**src/rtl/alu_seq_ctrl_if.sv**
```systemverilog
`default_nettype none
// ============================================================================
// Module      : alu_seq_ctrl_if
// Description : Instruction valid/ready handshake between the issuing master
//               and the alu_seq_ctrl sequencer.
// Revision    : 1.0 - initial release
// ============================================================================
interface alu_seq_ctrl_if;
  logic        instr_valid;
  logic        instr_ready;
  logic [11:0] instr;

  modport master (output instr_valid, output instr, input instr_ready);
  modport slave  (input instr_valid, input instr, output instr_ready);
endinterface
`default_nettype wire

```
**src/rtl/alu_seq_ctrl.sv**
```systemverilog
`default_nettype none
// ============================================================================
// Module      : alu_seq_ctrl
// Description : Four-state sequencer in front of a combinational 16-bit ALU.
//               Owns the register file and Z/N/C flags, reads operands,
//               captures the ALU response and writes it back.
// Revision    : 1.0 - initial release
// ============================================================================
module alu_seq_ctrl #(
  parameter int DW = 16,
  parameter int RA = 3
) (
  input  logic          clk,
  input  logic          rst,
  alu_seq_ctrl_if.slave ibus,
  input  logic          ld_en,
  input  logic [RA-1:0] ld_addr,
  input  logic [DW-1:0] ld_data,
  input  logic [RA-1:0] rd_addr,
  output logic [DW-1:0] rd_data,
  output logic [DW-1:0] aluA,
  output logic [DW-1:0] aluB,
  output logic          aluC,
  output logic [2:0]    aluOpc,
  input  logic [DW-1:0] aluW,
  input  logic          aluZer,
  input  logic          aluNeg,
  output logic [DW-1:0] result,
  output logic          flagZ,
  output logic          flagN,
  output logic          flagC,
  output logic          done,
  output logic          busy
);

  localparam logic [2:0] c_OPC_ADD = 3'b010;
  localparam logic [2:0] c_OPC_NOP = 3'b111;

  typedef enum logic [1:0] {
    S_IDLE = 2'd0,
    S_READ = 2'd1,
    S_EXEC = 2'd2,
    S_WB   = 2'd3
  } state_t;

  state_t          r_state;
  logic [11:0]     r_instr;
  logic [DW-1:0]   r_rf [2**RA];
  logic [DW-1:0]   r_alu_a;
  logic [DW-1:0]   r_alu_b;
  logic [2:0]      r_alu_opc;
  logic [DW-1:0]   r_held_w;
  logic            r_held_z;
  logic            r_held_n;
  logic            r_held_c;
  logic [DW-1:0]   r_result;
  logic            r_flag_z;
  logic            r_flag_n;
  logic            r_flag_c;
  logic            r_done;

  logic [2:0]      w_opc;
  logic [RA-1:0]   w_dst;
  logic [RA-1:0]   w_src_a;
  logic [RA-1:0]   w_src_b;
  logic [DW:0]     w_sum;
  logic            w_accept;

  // Instruction field decode from the latched instruction word
  assign w_opc   = r_instr[11:9];
  assign w_dst   = r_instr[6 +: RA];
  assign w_src_a = r_instr[3 +: RA];
  assign w_src_b = r_instr[0 +: RA];

  // Carry-out is bit DW of the widened operand sum including carry-in
  assign w_sum    = {1'b0, r_alu_a} + {1'b0, r_alu_b} + {{DW{1'b0}}, r_flag_c};
  assign w_accept = ibus.instr_valid && (r_state == S_IDLE);

  // Sequencer: state, register file, ALU operand drive, capture and writeback
  always_ff @(posedge clk or posedge rst) begin
    if (rst) begin
      r_state   <= S_IDLE;
      r_instr   <= '0;
      for (int i = 0; i < 2**RA; i++) r_rf[i] <= '0;
      r_alu_a   <= '0;
      r_alu_b   <= '0;
      r_alu_opc <= '0;
      r_held_w  <= '0;
      r_held_z  <= 1'b0;
      r_held_n  <= 1'b0;
      r_held_c  <= 1'b0;
      r_result  <= '0;
      r_flag_z  <= 1'b0;
      r_flag_n  <= 1'b0;
      r_flag_c  <= 1'b0;
      r_done    <= 1'b0;
    end else begin
      r_done <= 1'b0;
      case (r_state)
        S_IDLE: begin
          // Loads only land while idle, so READ of a same-cycle accept sees them
          if (ld_en) r_rf[ld_addr] <= ld_data;
          if (w_accept) begin
            r_instr <= ibus.instr;
            r_state <= S_READ;
          end
        end
        S_READ: begin
          r_alu_a   <= r_rf[w_src_a];
          r_alu_b   <= r_rf[w_src_b];
          r_alu_opc <= w_opc;
          r_state   <= S_EXEC;
        end
        S_EXEC: begin
          r_held_w <= aluW;
          r_held_z <= aluZer;
          r_held_n <= aluNeg;
          r_held_c <= w_sum[DW];
          r_done   <= 1'b1;
          r_state  <= S_WB;
        end
        S_WB: begin
          if (w_opc != c_OPC_NOP) begin
            r_rf[w_dst] <= r_held_w;
            r_result    <= r_held_w;
            r_flag_z    <= r_held_z;
            r_flag_n    <= r_held_n;
          end
          if (w_opc == c_OPC_ADD) r_flag_c <= r_held_c;
          r_state <= S_IDLE;
        end
        default: r_state <= S_IDLE;
      endcase
    end
  end

  assign ibus.instr_ready = (r_state == S_IDLE);
  assign busy             = (r_state != S_IDLE);
  assign done             = r_done;
  assign rd_data          = r_rf[rd_addr];
  assign aluA             = r_alu_a;
  assign aluB             = r_alu_b;
  assign aluOpc           = r_alu_opc;
  assign aluC             = r_flag_c;
  assign result           = r_result;
  assign flagZ            = r_flag_z;
  assign flagN            = r_flag_n;
  assign flagC            = r_flag_c;

endmodule
`default_nettype wire

```
**src/flat_wrapper.sv**
```systemverilog
// flat-port wrapper written by rule: the top's interface ports become plain ports
module alu_seq_ctrl_flat 
#(
  parameter int DW = 16,
  parameter int RA = 3
)
  (clk, rst, ld_en, ld_addr, ld_data, rd_addr, rd_data, aluA, aluB, aluC, aluOpc, aluW, aluZer, aluNeg, result, flagZ, flagN, flagC, done, busy, ibus_instr_valid, ibus_instr, ibus_instr_ready);
  alu_seq_ctrl_if ibus_i ();
  input  logic clk;
  input  logic rst;
  input  logic ld_en;
  input  logic [RA-1:0] ld_addr;
  input  logic [DW-1:0] ld_data;
  input  logic [RA-1:0] rd_addr;
  output logic [DW-1:0] rd_data;
  output logic [DW-1:0] aluA;
  output logic [DW-1:0] aluB;
  output logic aluC;
  output logic [2:0] aluOpc;
  input  logic [DW-1:0] aluW;
  input  logic aluZer;
  input  logic aluNeg;
  output logic [DW-1:0] result;
  output logic flagZ;
  output logic flagN;
  output logic flagC;
  output logic done;
  output logic busy;
  input wire logic [$bits(ibus_i.instr_valid)-1:0] ibus_instr_valid;
  input wire logic [$bits(ibus_i.instr)-1:0] ibus_instr;
  output wire logic [$bits(ibus_i.instr_ready)-1:0] ibus_instr_ready;
  assign ibus_i.instr_valid = ibus_instr_valid;
  assign ibus_i.instr = ibus_instr;
  assign ibus_instr_ready = ibus_i.instr_ready;
  alu_seq_ctrl #(.DW(DW), .RA(RA)) u_core (.clk(clk), .rst(rst), .ibus(ibus_i), .ld_en(ld_en), .ld_addr(ld_addr), .ld_data(ld_data), .rd_addr(rd_addr), .rd_data(rd_data), .aluA(aluA), .aluB(aluB), .aluC(aluC), .aluOpc(aluOpc), .aluW(aluW), .aluZer(aluZer), .aluNeg(aluNeg), .result(result), .flagZ(flagZ), .flagN(flagN), .flagC(flagC), .done(done), .busy(busy));
endmodule
```
**config.mk**
```make
export PLATFORM = sky130hd
export DESIGN_NAME = alu_seq_ctrl_flat
export DESIGN_NICKNAME = d
export VERILOG_FILES = /design/src/rtl/alu_seq_ctrl_if.sv /design/src/rtl/alu_seq_ctrl.sv /design/src/flat_wrapper.sv
export SDC_FILE = /design/constraint.sdc
export NUM_CORES = 1
export LEC_CHECK = 0
export CELL_PAD_IN_SITES_DETAIL_PLACEMENT = 0
export CELL_PAD_IN_SITES_GLOBAL_PLACEMENT = 1
export CORE_ASPECT_RATIO = 1.25
export CORE_UTILIZATION = 43
export DETAILED_ROUTE_END_ITERATION = 7
export PLACE_DENSITY = 0.75
export SETUP_SLACK_MARGIN = 0.5
export SLEW_MARGIN = 40
export SYNTH_ARGS = -nofsm -noshare
export SYNTH_HDL_FRONTEND = slang
export SYNTH_SLANG_ARGS = --single-unit
```
**constraint.sdc**
```tcl
create_clock -name clk -period 8.11 [get_ports clk]
set_clock_uncertainty 0.1 [all_clocks]
set_input_delay 2.433 -clock clk [delete_from_list [all_inputs] [get_ports clk]]
set_output_delay 2.433 -clock clk [all_outputs]
set_load 0.05 [all_outputs]
```
==> results.yml <==
pwr:
  power_density_nw_per_um2: 454
  combPwrFrac_pct: 52.5
  p_clk_share_pct: 16.5
  peakVddDrop_mv: 0.233
  power.switching_w: 0.00298
  sw_frac_of_total_pct: 43.5
  internal_power_w: 0.00387
  power_frac_seq_pct: 31.0
  leakage_nw: 6.26
timing:
  relSlewSlack_pct: 42.7
  fmax_ghz: 0.137
  setup_viol: 0
  finalMaxSlewViolations: 0
  min_period_ns: 7.31
  fin_tns_setup_ns: 0
  hold_violations: 0
  rsz0062_at_grt: "false"
  min_period_over_period_pct: 90.1
  tightestPinTransition_ns: 0.857
logic_synthesis:
  synth_edf_count: 0
  ys.flop_type: "dfrtp_1"
  yosysWarnings: 0
  synthCells: 969
  synth_area_um2: 12600
  synth_xor_area_share_pct: 0
  synth-adder-area-share_pct: 1.98
  muxShareOfSynthArea_pct: 37.5
  ys_seq_area_share_pct: 42.9
  ys_types: 48
  async_flop_share_pct: 100
  synth_top_family_by_area: "multiplexers"
  postSynthAreaPerCell_um2: 13.0
  syn_nets: 1045
  synth_compound_area_share_pct: 9.30
  yosys.area_share.simple_pct: 5.08
  ys_ff_latch: 216
critical_path:
  path_class: "in -> out"
  critical-path-top-delay-family: "buffers and inverters"
  cp_common_cell: "clkdlybuf4s50_1"
  cp.arrival_ns: 4.78
  critPathBufInv: 3
  cp_max_fo: 32
  crit_required_ns: 5.58
  crit_path_start_kind: "primary input"
  endpoint_kind: "primary output"
  worst_path_max_delay_cell: "clkdlybuf4s50_1"
  path_cells: "clkdlybuf4s50_1 -> buf_4 -> mux4_2 -> mux2_2 -> clkdlybuf4s50_1"
  slowest_delay_ns: 0.72
clocking:
  cts_tree: "done"
  cts_buffers: 25
  clk_pin_slew_ns: 0.06
  htreeDepth: 1
  clock-sinks: 216
  post_cts_buffers: 0
  root_buffer: "clkbuf_16"
  hold_buffers: 0
  clock_latency_ns: 0.54
  clk_path_buf_depth: 3
  cts_resized: 0
finish:
  syn_to_final_growth_pct: 19.5
  diodes: 0
  final_nets: 1143
  final_cell_mix: "dfrtp_1 (214), mux2_2 (175), clkdlybuf4s50_1 (123)"
  stdcell_count: 1474
  final_common_cell: "dfrtp_1"
  drive_gt1_share_pct: 34.5
routing:
  routedWlPerCell_um: 25.9
  drt_pass1_iterations: 5
  ant_nets: 0
  drtIter0Drc: 896
  drc: 0
  vias_per_cell: 6.27
  num_vias: 9249
  drt-total-wl_um: 38100
global_route:
  antenna_found_initial: 0
  grt_pass1_wl_um: 58400
  grt_usage_pct: 25.9
  grt_pass1_vias: 9353
  grt-ovfl-total: 0
  grt_start_max_net_pins: 121
run_status:
  status: "finished clean"
placed_design:
  portBuffers: 129
  dp_hpwl_um: 24300
  gp_congestion: 0.841
  place_inst: 1430
floorplanning:
  dieHeight_um: 193
  pin_count: 130
  die_area_um2: 30000
  die_w_um: 155
  rows: 69
  start_util_pct: 44.0
  core-area_um2: 28700
flow_run:
  cap_violations: 0
worst_hold_path:
  hold_path_class: "reg -> reg"
==> layout make-up <==
| type | instances | area, µm² |
|---|---|---|
| Clock buffer | 39 | 758 |
| Clock inverter | 5 | 56.3 |
| Fill cell | 2507 | 13600 |
| Inverter | 6 | 26.3 |
| Multi-Input combinational cell | 662 | 6810 |
| Sequential cell | 216 | 5410 |
| Tap cell | 390 | 488 |
| Timing Repair Buffer | 156 | 1530 |
==> worst paths after layout <==
path / startpoint / end / slack (ns) / depth (start not counted)
max in group asynchronous: rst / u_core.r_held_w[15] / 4.59 / 3
hold / removal: u_core.aluOpc[1] / u_core.aluOpc[1] / 0.40 / 1
setup / recovery: rd_addr[1] / rd_data[0] / 0.80 / 5
hold reg to reg: u_core.aluOpc[1] / u_core.aluOpc[1] / 0.40 / 1
setup reg to reg: u_core.r_state[0] / u_core.r_rf[22] / 4.79 / 7
min in group asynchronous: rst / u_core.aluA[12] / 2.26 / 2
==> synthesized netlist by cell type (all sizes together), types with 2 or more instances <==
master | count | area, µm²
o22ai | 112 | 701
nand3 | 4 | 20.0
nand2b | 5 | 31.3
mux2 | 196 | 2240
mux4 | 96 | 2160
or3 | 2 | 12.5
mux2i | 32 | 320
or3b | 9 | 78.8
buf | 38 | 218
nand2 | 55 | 206
and4 | 2 | 17.5
a31oi | 2 | 12.5
clkbuf | 47 | 176
nor2 | 38 | 143
a21oi | 42 | 267
ha | 20 | 250
o21ai | 22 | 110
a21o | 2 | 15.0
inv | 6 | 22.5
nand3b | 6 | 61.3
dfrtp | 216 | 5410
==> power by group through the flow <==
stage	logic [W]	clock network, W	registers [W]
after global placement	0.00354	0	0.00211
after detailed placement	0.00359	0	0.00212
final	0.00360	0.00113	0.00212
after global routing	0.00380	0.00119	0.00219
after CTS	0.00361	0.00115	0.00210
after floorplan	0.00217	0	0.00242
==> layer usage <==
metal,track usage [%],vias to the layer above,wire length [µm]
met5,0,-,0
met4,7.66,0,948
met3,5.35,70,3150
met2,40.7,431,17800
met1,36.1,4774,16200
li1,-,3974,-
==> registers in the layout, indices dropped and copies added, names as in the netlist <==
name             count
u_core.flagZ         1
u_core.r_held_w     16
u_core.done          1
u_core.r_state       2
u_core.aluOpc        3
u_core.r_instr      12
u_core.aluA         16
u_core.r_held_n      1
u_core.aluC          1
u_core.r_held_c      1
u_core.flagN         1
u_core.result       16
u_core.aluB         16
u_core.r_held_z      1
u_core.r_rf        128
==> stage by stage <==
step / setup slack, ns / util, % / hold slack, ns / instance area (µm²) / power, W
final: 0.802 / 52.6 / 0.402 / 15100 / 0.00685
after global routing: 0.751 / 52.6 / 0.419 / 15100 / 0.00718
after CTS: 0.804 / 52.6 / 0.406 / 15100 / 0.00686
after detailed placement: 0.820 / 49.7 / 0.395 / 14300 / 0.00572
after global placement: 0.844 / 49.6 / 0.387 / 14200 / 0.00564
after floorplan: 1.44 / - / 0.377 / 12600 / 0.00459
==> logic make-up after synthesis <==
family | Yosys count
buffers and inverters | 91
AOI/OAI and AO/OA | 188
muxes | 324
and+or+nand+nor | 130
DFF | 216
adders and majority gates | 20
Note: power is estimated with default switching activity, not from simulation.
==> edit 1, RTL diff (same settings) <==
Register the output `flagZ` once more, with the module's reset; this adds one clock of latency there. The other outputs are not delayed to match.
--- a/src/rtl/alu_seq_ctrl.sv
+++ b/src/rtl/alu_seq_ctrl.sv
@@ -143,7 +143,13 @@
   assign aluOpc           = r_alu_opc;
   assign aluC             = r_flag_c;
   assign result           = r_result;
-  assign flagZ            = r_flag_z;
+  always_ff @(posedge clk or posedge rst) begin
+    if (rst) begin
+      flagZ <= '0;
+    end else begin
+      flagZ <= r_flag_z;
+    end
+  end
   assign flagN            = r_flag_n;
   assign flagC            = r_flag_c;
 
Function: not settled (the Yosys comparison gave no result); the edit may change what the design does.
==> edit 1 against the original RTL <==
- power down 1.1%
- final area down 0.41%
- first-iteration DRC count fell by 6.9%
- largest cell class unchanged
- critical path type unchanged
- synthesized cell count decreased by 0.62%
- register-to-register slack worse by 0.11 ns
- area after synthesis about the same
- sequential cell count up 1
- worst setup slack better by 0.13 ns
- wire length is 0.41% higher
- utilization shrank 0.21 points
==> edit 1: results (changes against the original RTL) <==
Cells and area
  – Final #Nets: 1135 (-0.70%)
  – Filler cells: 2552 (+1.8%)
  – Top reg by flops: u_core.r_rf
  – Fraction of layout cells with a size suffix above 1: 36.9% (+2.4 points)

Place
  – Post-detail-place hpwl: 24.8 mm (+1.8%)
  – I/O Buffers: 129 (unchanged)
  – Gpl congestion: 0.800 (-4.9%)

Global routing
  – Largest net degree at the start of global routing: 124 (+2.5%)
  – Global Route Usage Sum: 26.0% (+0.14 points)
  – Global-route wire length before repair: 58.3 mm (about the same)
  – Vias in the first global route: 9360 (+0.075%)

Worst setup path
  – Crit path max fanout: 11 (-66%)
  – Crit-path max cell delay: 0.70 ns (-0.02 ns)
  – Register-to-Register Path Depth: 8 (+1)
  – Worst Path Arrival: 4.64 ns (-0.14 ns)
  – Crit path max-delay family: buffers and inverters
  – Reg2reg setup slack: 4.68 ns (-0.11 ns)
  – Worst flop-to-flop path endpoint: u_core.r_rf[69]

Synthesis
  – Syn Nets: 1039 (-0.57%)
  – Netlist cell types: 47 (-2.1%)
  – Main area contributors after synthesis: dfrtp_1, mux4_2, mux2_2
  – Synth cell count leaders: dfrtp_1, mux2_2, o22ai_1, mux4_2, nand2_1
  – Sequential share of the synthesized area: 43.0% (+0.16 points)

Power
  – LEAKAGE: 6.24 nW (-0.27%)
  – Max IR drop VDD: 0.203 mV (-13%)

Status
  – Run status: completed

Drt
  – Detailed Route Iter0 Violations: 834 (-6.9%)
  – WL/cell: 26.1 µm (+1.0%)
  – Via count: 9163 (-0.93%)

Clock tree
  – CTS resizes: 0 (unchanged)
  – Num CTS Buffers: 24 (-4.0%)
  – Clock latency on the worst-skew pair: 0.52 ns (-0.02 ns)

STA
  – Worst rel slew slack: 40.3% (-2.4 points)

Worst hold path
  – Worst hold start: u_core.r_flag_z
  – Endpoint, Worst Hold: u_core.flagZ
  – WHS Path Cells: 0 (-1)
edit 1: cell count changes in the layout (fill, tap and decap cells not counted), sizes merged, moves of 2 or more:
cell | before | now
clkinv | 2 | 7
o21ai | 22 | 15
clkdlybuf4s50 | 123 | 114
clkbuf | 39 | 32
or3b | 9 | 7
nor2 | 38 | 41
buf | 33 | 40
o2bb2ai | 0 | 8
nand2 | 55 | 48
edit 1: cell type report:
type | count | area share (%)
Multi-Input combinational cell | 656 | 45.4
Sequential cell | 217 | 36.2
Timing Repair Buffer | 154 | 9.93
Clock buffer | 32 | 4.54
Tap cell | 390 | 3.25
Clock inverter | 10 | 0.533
Inverter | 6 | 0.175
edit 1: metrics by stage:
stage               hold WS (ns)  area, µm²  setup WS [ns]  instances
floorplan                  0.249      12600           1.44        963
global placement           0.256      14100          0.964       1417
detailed placement         0.272      14200          0.950       1423
CTS                        0.286      15000          0.944       1465
global route               0.300      15000          0.899       1465
finish                     0.283      15000          0.933       1465
edit 1: metal layers:
metal  vias up  routed length [µm]  GRT usage, %
li1       3946                   -             -
met1      4735               15600          34.7
met2       394               18700          42.8
met3        88                2660          4.12
met4         0                1290          9.62
met5         -                   0             0
edit 1: power breakdown:
| part | internal [mW] | switching, mW |
|---|---|---|
| clock network | 0.620 | 0.448 |
| registers | 1.61 | 0.618 |
| logic | 1.59 | 1.88 |
edit 1: cells by family (layout without fill, tap and decap cells):
family,after synthesis,in the layout,share of synthesized area (%)
mux,324,324,37.4
flops,217,217,43.0
compound gates,187,187,9.40
simple gates,125,125,4.88
buf+inv,90,202,3.29
fa+ha+maj,20,20,1.98
edit 1: worst max-delay path by stage:
stage / end / cells past startpoint / slack [ns]
after global routing: rd_data[1] / 5 / 0.90
after global placement: rd_data[1] / 5 / 0.96
after floorplan: rd_data[15] / 4 / 1.44
final: rd_data[1] / 5 / 0.93
after CTS: rd_data[1] / 5 / 0.94
after detailed placement: rd_data[1] / 5 / 0.95
edit 1: worst reg2reg max path: stages (launching register included):
cell,delay (ns)
dfrtp_1,0.44
ha_1,0.19
buf_4,0.35
inv_1,0.21
buf_4,0.29
or3b_2,0.52
a21oi_2,0.51
buf_4,0.34
mux2_2,0.37
==> edit 2, RTL diff (config.mk and constraints unchanged) <==
Without the edit above. `DW` is set to 16 in 2 places; all go to 14.
--- a/src/rtl/alu_seq_ctrl.sv
+++ b/src/rtl/alu_seq_ctrl.sv
@@ -7,7 +7,7 @@
 // Revision    : 1.0 - initial release
 // ============================================================================
 module alu_seq_ctrl #(
-  parameter int DW = 16,
+  parameter int DW = 14,
   parameter int RA = 3
 ) (
   input  logic          clk,
--- a/src/flat_wrapper.sv
+++ b/src/flat_wrapper.sv
@@ -1,7 +1,7 @@
 // flat-port wrapper written by rule: the top's interface ports become plain ports
 module alu_seq_ctrl_flat 
 #(
-  parameter int DW = 16,
+  parameter int DW = 14,
   parameter int RA = 3
 )
   (clk, rst, ld_en, ld_addr, ld_data, rd_addr, rd_data, aluA, aluB, aluC, aluOpc, aluW, aluZer, aluNeg, result, flagZ, flagN, flagC, done, busy, ibus_instr_valid, ibus_instr, ibus_instr_ready);
Ports: changed (6 resized); port bits go from 130 to 118. No check against the original RTL was run, so the function may have changed too.
==> edit 2 against the original RTL <==
- wire length down 16%
- critical path type unchanged
- power fell by 14%
- sequential cell count shrank 24
- area after synthesis down 12%
- global-route usage down 1.0 points
- final cell count shrank 12%
- worst setup slack gained 0.081 ns
- sequential share of layout area increased by 0.62 points
- highest routed layer unchanged
- final area decreased by 12%
- die area shrank 12%
- critical endpoint unchanged
==> edit 2: results (changes against the original RTL) <==
Drt
  – WL/cell: 24.7 µm (-4.5%)
  – TritonRoute pass-1 iters: 4 (-1)
  – Routed vias/inst: 6.21 (-0.98%)
  – Detailed Route Iter0 Violations: 738 (-18%)

Worst setup path
  – Critical Path Source: rd_addr[1]
  – Register-to-Register Path Depth: 6 (-1)
  – Worst Path Arrival: 4.69 ns (-0.09 ns)
  – Worst flop-to-flop path endpoint: u_core.r_rf[6]
  – Reg2reg setup slack: 5.55 ns (+0.76 ns)
  – Crit path max fanout: 28 (-13%)

Synthesis
  – Sequential share of the synthesized area: 43.2% (+0.30 points)
  – Synth cell count leaders: dfrtp_1, mux2_2, o22ai_1, mux4_2
  – Netlist cell types: 40 (-17%)
  – Syn Nets: 938 (-10%)
  – Main area contributors after synthesis: dfrtp_1, mux4_2, mux2_2

Global routing
  – Vias in the first global route: 8070 (-14%)
  – Largest net degree at the start of global routing: 60 (-50%)
  – Global Route Usage Sum: 24.9% (-1.0 points)
  – Initial antenna violation count: 0 (unchanged)
  – Global-route wire length before repair: 49.1 mm (-16%)

Worst hold path
  – Endpoint, Worst Hold: u_core.r_held_z
  – Worst hold start: u_core.r_held_z

Cells and area
  – Fraction of layout cells with a size suffix above 1: 33.5% (-0.99 points)
  – Final #Nets: 1013 (-11%)
  – Max reg flops: 112 (-13%)

Power
  – LEAKAGE: 5.44 nW (-13%)
  – Combinational Power Share: 51.4% (-1.1 points)
  – Comb power: 3.01 mW (-16%)
  – Switching share of power: 44.4% (+0.92 points)
  – Seq power: 1.98 mW (-7%)
  – Max IR drop VDD: 0.245 mV (+5.0%)

Place
  – I/O Buffers: 117 (-9.3%)
  – Gpl congestion: 0.855 (+1.6%)
  – Post-detail-place hpwl: 21.4 mm (-12%)

Clock tree
  – Clock latency on the worst-skew pair: 0.45 ns (-0.09 ns)
  – Htree depth: 4 (+3)
  – Num CTS Buffers: 17 (-32%)
  – Post-CTS Setup Inserts: 0 (unchanged)
  – Clock tree buffer depth: 2 (-1)

STA
  – Worst rel slew slack: 42.2% (-0.59 points)

Status
  – Run status: completed
[edit 2: cell types whose count changed after synthesis, sizes merged, moves of 11 or more]
cell | before | now
a22oi | 0 | 14
mux4 | 96 | 84
dfrtp | 216 | 192
o21ai | 22 | 5
nand2b | 5 | 18
nand2 | 55 | 27
nor2 | 38 | 49
o22ai | 112 | 98
mux2 | 196 | 160
[edit 2: per-stage QoR]
step	hold WS, ns	worst slack, ns	area, µm²	utilization [%]	instances
after floorplan	0.377	1.65	11100	-	867
after global placement	0.386	0.919	12400	49.0	1252
after detailed placement	0.392	0.872	12500	49.4	1256
after CTS	0.409	0.875	13100	51.8	1288
after global routing	0.424	0.830	13200	52.0	1290
final	0.408	0.883	13200	52.0	1290
[edit 2: worst max-delay path: stages]
cell and delay [ns]:
clkdlybuf4s50_1 0.45, buf_4 0.40, mux4_2 0.38, mux2_2 0.31
clkdlybuf4s50_1 0.71
[edit 2: per-layer routing]
metal  track usage (%)  routed length (µm)  share of wire [%]
met5                 0                   0                  0
met4              8.97                 934                2.9
met3              5.35                2150                6.7
met2              42.4               16000                 50
met1              31.0               12800                 40
[edit 2: area by class of cell]
| class | count | area (µm²) |
|---|---|---|
| fill | 2239 | 12200 |
| timing repair buffer | 134 | 1350 |
| clock buffer | 18 | 429 |
| clock inverter | 14 | 173 |
| tap | 335 | 419 |
| multi-input combinational | 591 | 5990 |
| sequential | 192 | 4810 |
| inverter | 6 | 26.3 |
[edit 2: cell families (layout without fill, tap and decap cells)]
family                   after synthesis  count (layout)  synth area share, %
AO/OA/AOI/OAI                        175             175                 9.60
AND/OR/NAND/NOR                      125             125                 5.55
flip-flops                           192             192                 43.2
buffers and inverters                 84             172                 3.53
multiplexers                         272             272                 36.0
adder cells (fa/ha/maj)               19              19                 2.14
